===== config.mk =====
export PLATFORM = sky130hd
export DESIGN_NAME = dmem_arbiter
export DESIGN_NICKNAME = d
export VERILOG_FILES = /design/src/rtl/dmem_arbiter.sv
export SDC_FILE = /design/constraint.sdc
export NUM_CORES = 1
export LEC_CHECK = 0
export CORE_MARGIN = 1
export CORE_UTILIZATION = 49
export CTS_BUF_LIST = sky130_fd_sc_hd__clkbuf_8
export CTS_CLUSTER_SIZE = 24
export DETAILED_ROUTE_END_ITERATION = 10
export PLACE_DENSITY = 0.95
export SLEW_MARGIN = 10
export SYNTH_ARGS = -nofsm -noshare
export SYNTH_HDL_FRONTEND = slang
export SYNTH_SLANG_ARGS = --single-unit

===== constraint.sdc =====
create_clock -name clk -period 5.24 [get_ports clk]
set_clock_uncertainty 0.2 [all_clocks]
set_input_delay 1.048 -clock clk [delete_from_list [all_inputs] [get_ports clk]]
set_output_delay 1.048 -clock clk [all_outputs]
set_load 0.05 [all_outputs]

===== src/rtl/dmem_arbiter.sv =====
// Data-memory arbiter: shares one single-port memory between the pipeline and
// a debug/loader port, with starvation protection and incrementing debug bursts.
module dmem_arbiter #(
  parameter int unsigned STARVE_LIMIT = 4,
  parameter int unsigned AW           = 32
) (
  input  logic          clk,
  input  logic          rst,
  input  logic          p_req,
  input  logic [AW-1:0] p_A,
  input  logic [31:0]   p_WD,
  input  logic [1:0]    p_WE,
  output logic          p_stall,
  output logic [31:0]   p_rdata,
  output logic          p_rvalid,
  input  logic          d_req,
  input  logic [AW-1:0] d_A,
  input  logic [31:0]   d_WD,
  input  logic [1:0]    d_WE,
  input  logic [3:0]    d_len,
  output logic          d_gnt,
  output logic [31:0]   d_rdata,
  output logic          d_rvalid,
  output logic [AW-1:0] mem_A,
  output logic [31:0]   mem_WD,
  output logic [1:0]    mem_WE,
  input  logic [31:0]   mem_RD
);

  typedef enum logic {IDLE = 1'b0, BURST = 1'b1} state_t;

  state_t        state, stateNext;
  logic [2:0]    starveCnt;
  logic [3:0]    beatsLeft;
  logic [3:0]    beatIdx;
  logic [AW-1:0] base;
  logic [AW-1:0] memAReg;
  logic          starved;
  logic          dWinIdle;
  logic          pGnt;

  assign starved  = 32'(starveCnt) >= STARVE_LIMIT;
  // Debug wins in IDLE when it is alone or has waited long enough.
  assign dWinIdle = ~rst & d_req & (~p_req | starved);

  always_ff @(posedge clk) begin
    if (rst) state <= IDLE;
    else     state <= stateNext;
  end

  always_comb begin
    stateNext = state;
    if (rst) begin
      stateNext = IDLE;
    end else begin
      case (state)
        IDLE:    if (dWinIdle && d_len != 4'd0) stateNext = BURST;
        BURST:   if (!d_req || beatsLeft == 4'd1) stateNext = IDLE;
        default: stateNext = IDLE;
      endcase
    end
  end

  always_comb begin
    pGnt   = 1'b0;
    d_gnt  = 1'b0;
    mem_A  = memAReg;
    mem_WD = 32'd0;
    mem_WE = 2'b00;
    if (!rst) begin
      case (state)
        IDLE: begin
          if (dWinIdle) begin
            d_gnt  = 1'b1;
            mem_A  = d_A;
            mem_WD = d_WD;
            mem_WE = d_WE;
          end else if (p_req) begin
            pGnt   = 1'b1;
            mem_A  = p_A;
            mem_WD = p_WD;
            mem_WE = p_WE;
          end
        end
        BURST: begin
          if (d_req) begin
            d_gnt  = 1'b1;
            mem_A  = base + (AW'(beatIdx) << 2);
            mem_WD = d_WD;
            mem_WE = d_WE;
          end
        end
        default: ;
      endcase
    end
  end

  assign p_stall = ~rst & p_req & ~pGnt;

  always_ff @(posedge clk) begin
    if (rst) begin
      starveCnt <= 3'd0;
      beatsLeft <= 4'd0;
      beatIdx   <= 4'd0;
      base      <= '0;
      memAReg   <= '0;
      p_rdata   <= 32'd0;
      p_rvalid  <= 1'b0;
      d_rdata   <= 32'd0;
      d_rvalid  <= 1'b0;
    end else begin
      memAReg <= mem_A;

      if (d_gnt || !d_req)       starveCnt <= 3'd0;
      else if (starveCnt != 3'd7) starveCnt <= starveCnt + 3'd1;

      // Beat 0 is issued from IDLE; later beats walk base by one word each.
      if (state == IDLE && d_gnt && d_len != 4'd0) begin
        base      <= d_A;
        beatsLeft <= d_len;
        beatIdx   <= 4'd1;
      end else if (state == BURST && d_gnt) begin
        beatsLeft <= beatsLeft - 4'd1;
        beatIdx   <= beatIdx + 4'd1;
      end

      p_rvalid <= pGnt && (p_WE == 2'b00);
      if (pGnt && p_WE == 2'b00) p_rdata <= mem_RD;

      d_rvalid <= d_gnt && (d_WE == 2'b00);
      if (d_gnt && d_WE == 2'b00) d_rdata <= mem_RD;
    end
  end

endmodule


-- Word-level counts from Yosys, hierarchy flattened
Cells that the tools add are included.
W data, S select, Z words.
- bits in registers: 142
- latch bits: 0
- RAM bits: 0
- ROM bits: 0
- bits of input ports: 172
- output and inout port bits: 134
- word-level logic and storage cells: 72
- memories: 0
- add/sub/neg operators: 4
- multiply operators: 0
- divide/modulo/power cells: 0
- order comparisons: 1
- equal/unequal tests: 2
- shift operators: 0
- muxes and demuxes: 30
- bitwise operators: 9
- reductions and logical operators: 15
- operators with widths (kind ; count):
    $mux W32 ; 8
    $pmux W32 S2 ; 2
    $add A32 B6 Y32 ; 1
    $mux W1 ; 11
    $mux W2 ; 4
    $mux W4 ; 2
    $logic_and A1 B1 Y1 ; 6
    $add A4 B1 Y4 const B ; 1
    $and A1 B1 Y1 ; 4
    $eq A4 B1 Y1 const B ; 1
    $logic_not A2 Y1 ; 2
    $not A1 Y1 ; 4
    $pmux W1 S2 ; 2
    $pmux W2 S2 ; 1
    $reduce_bool A4 Y1 ; 1
    $reduce_or A2 Y1 ; 2
    $sub A4 B1 Y4 const B ; 1
    $add A3 B1 Y3 const B ; 1
    $ge A3 B3 Y1 const B ; 1
    $ne A3 B3 Y1 const B ; 1
    $logic_or A1 B1 Y1 ; 2
    $reduce_bool A2 Y1 ; 1
    $logic_not A1 Y1 ; 1
    $or A1 B1 Y1 ; 1

-- Longest topological paths before layout
- depth in word-level cells: 9
- depth in mapped cells: 9
- depth with buffers taken out: 7

-- Worst setup path before layout
OpenSTA, ideal clock, no wires.
- kind: input port to output port
- start: input d_req
- end: output mem_A[9]
- data arrival time: 2.994 ns
- required time: 3.992 ns
- path slack: 0.998 ns
- stages on the path: 5
- path buffers: 3
- cell sequence: buf_2 -> buf_2 -> clkbuf_1 -> nor2_1 -> o32ai_1
- word-level cells in the longest chain between the ends: 5
- elaborated cells between the ends (all ways): 6
- those cells by class: mux: 4; bitwise: 2
- RTL lines (what ; RTL line ; source):
    start, declared ; 16 ; input logic d_req,
    $and A1 B1 Y1 (2 in series) ; 44 ; assign dWinIdle = ~rst & d_req & (~p_req | starved);
    $mux W32 ; 73 ; if (dWinIdle) begin
    $pmux W32 S2 (*) ; 71 ; case (state)
    $mux W32 (*) ; 70 ; if (!rst) begin
    end, declared ; 24 ; output logic [AW-1:0] mem_A,
Every way passes the cells marked *; elsewhere a longest branch is shown, timed or not.

-- Worst setup path after layout
- start: input d_req
- end: output mem_A[12]
The elaborated chain is that of the path after synthesis.

==> out/metrics.cfg <==
[floorplanning]
fp.dieW_um = 129
die_h_um = 129
start_util = 0.502
row_count = 46
io_pins = 306
die_area_um2 = 16700
core_um2 = 15800

[finish]
regArea_um2 = 2840
drive_gt1_frac = 0.125
fill_cells = 1081
layout_commonest_cell = clkdlybuf4s50_1
syn_to_final_growth_pct = 48.5
diodes = 0
layout_common_cells = clkdlybuf4s50_1 (236), nand2_1 (224), dfxtp_1 (142)
multi_input_area_um2 = 4690
fin_nets = 1483
final_util = 0.745

[yosys]
ys.flop_type = dfxtp_1
yosys.area.top_type = dfxtp_1
synth_cell_type_count = 71
seq_area_frac_synth = 0.358
synthArstFlopShare = 0
synth-edff-count = 0
syn_area_um2 = 7940
synthCells = 1035
ys_warn_count = 0
synth_area_leaders = dfxtp_1 (36%), nand2_1 (11%), a21oi_1 (8.1%), nor2_1 (3.8%), a32oi_1 (3.6%)
syn_avg_cell_area_um2 = 7.67
syn_nets = 1217
synth_seq_cells = 142
synth_top_area_share = 0.358

[clock_tree]
htree_levels = 4
cts_tree = yes
cts_root_buf = clkbuf_8
clock_latency_ns = 0.46
postCtsSetupRepairBufs = 0
cts.path.max_buffers = 2
postCtsHoldBufs = 0
cts_buffers = 17
cts.clk_slew.worst_paths_ns = 0.07
cts_resized = 0
clock_sinks = 142

[outcome]
status = complete, no violations

[timing]
period_share = 0.934
setup_viol = 0
hold_viol_final = 0
fin_crit_ns = 4.89
max_freq_mhz = 204
drv_slew = 0
rsz0062_at_grt = no
layout_setup_ws_ns = 0.345
slew_headroom = 0.352
fin_setup_tns_ns = 0
worst-slew-pin-transition_ns = 0.970

[hold_path]
whs_path_depth = 2
hp-start = p_rdata[16]
hp-class = reg2reg

[power_and_ir_drop]
power_density_nw_per_um2 = 248
ir_drop_mv = 0.285
p_leak_uw = 0.00448

[global_routing]
grt_pass1_vias = 9210
grt_pass1_wl_um = 46100
antenna_found_initial = 0
overflow = 0
grt_max_degree = 89
grt_usage = 0.353

[detailed_routing]
ant_nets = 0
vias = 9387
routedWlPerCell_um = 19.5
drcViolationCount = 0
route.met3.wl_um = 3230
met1Wirelength_um = 11100
first_pass_iters = 7
drt_iter0_markers = 1355
wl_um = 29800
topRoutingLayerUsed = met4
routed_via_density = 6.14
met2_length_um = 14000

[place]
placement.io_buffers = 305
hpwl_um = 21300
routabilityCongestion = 0.957
pre_cts_ws_ns = 0.505

[setup_path]
cpMostUsedCell = buf_12
crit_arrival_ns = 3.65
cp.required_ns = 3.99
crit_type = in2out
crit_start = d_req
crit_buf_inv = 3
cp.depth = 7
path_max_fanout = 23
setup.worst_path.start_class = primary input
endpoint_kind = output port
crit_family = compound AO/OA/AOI/OAI gates
crit_slowest_cell = a21boi_1
cp_slowest_stage_delay_ns = 0.74
reg2regPathDepth = 7
path_cells = clkdlybuf4s50_1 -> buf_12 -> a21boi_1 -> a222oi_1 -> and3_1 -> a21oi_1 -> buf_12
worstReg2RegStart = beatIdx[0]

[run]
cap_violations = 0

## through the flow
step	hold slack [ns]	total power [uW]	instances	instance area, um^2
floorplan	0.233	1600	1035	7940
global placement	0.241	1970	1498	11400
detailed placement	0.246	1990	1498	11400
CTS	0.256	2920	1530	11800
global route	0.273	3010	1530	11800
finish	0.256	2920	1530	11800
## worst reg2reg max path, cell delays in order (launching register included)
cell and delay, ns:
dfxtp_1 0.36, ha_1 0.26, fa_1 0.44, a21o_1 0.21, a21oi_1 0.50, nor2_1 0.27, or3_1 0.40, a31oi_1 0.16
## synthesized netlist by cell type, drive strengths merged, types with 10 or more instances
cell type / number
and3: 13
a32oi: 33
nand3: 13
nand4: 12
a21o: 37
dfxtp: 142
a22oi: 11
mux2: 19
a21oi: 129
o21ai: 30
nand2: 224
nor4: 10
mux2i: 16
a222oi: 10
o211ai: 13
clkbuf: 54
buf: 31
inv: 12
nor3: 15
nor2: 81
## sequential cells by signal, indices dropped and copies added (netlist names)
signal and cells:
starveCnt 3, beatsLeft 4, p_rvalid 1, state 1, memAReg 32, d_rdata 32, beatIdx 4, base 32
p_rdata 32, d_rvalid 1
## worst paths after layout
kind	slack, ns	end
max	0.35	mem_A[12]
min	0.26	p_rdata[16]
max reg2reg	2.38	memAReg[14]
min reg2reg	0.26	p_rdata[16]
## report_power, final
part	total [uW]	leakage [uW]	switching (uW)	internal, uW
Combinational	827	0.00310	455	371
Sequential	1150	0.00115	33.2	1120
Clock	945	0.000220	421	524
Total	2920	0.00448	909	2010
## cell families after synthesis
| logic type | count (synthesis) | synth area share |
|---|---|---|
| xor+xnor | 18 | 0.0198 |
| fa+ha+maj | 10 | 0.0167 |
| simple gates | 405 | 0.231 |
| buf+inv | 98 | 0.0539 |
| mux | 35 | 0.0471 |
| compound gates | 327 | 0.273 |
| flops | 142 | 0.358 |
## per-layer routing
layer,global-route usage,vias to the layer above
li1,-,4251
met5,0,-
met1,0.403,4344
met2,0.579,633
met4,0.203,0
met3,0.116,159
## layout make-up
class                      count  area share
timing repair buffer         333       0.299
inverter                      12     0.00382
multi-input combinational    795       0.397
clock buffer                  18      0.0210
tap                          216      0.0229
sequential                   142       0.241
clock inverter                14      0.0150
No activity file was read; power rests on OpenSTA's default activity.
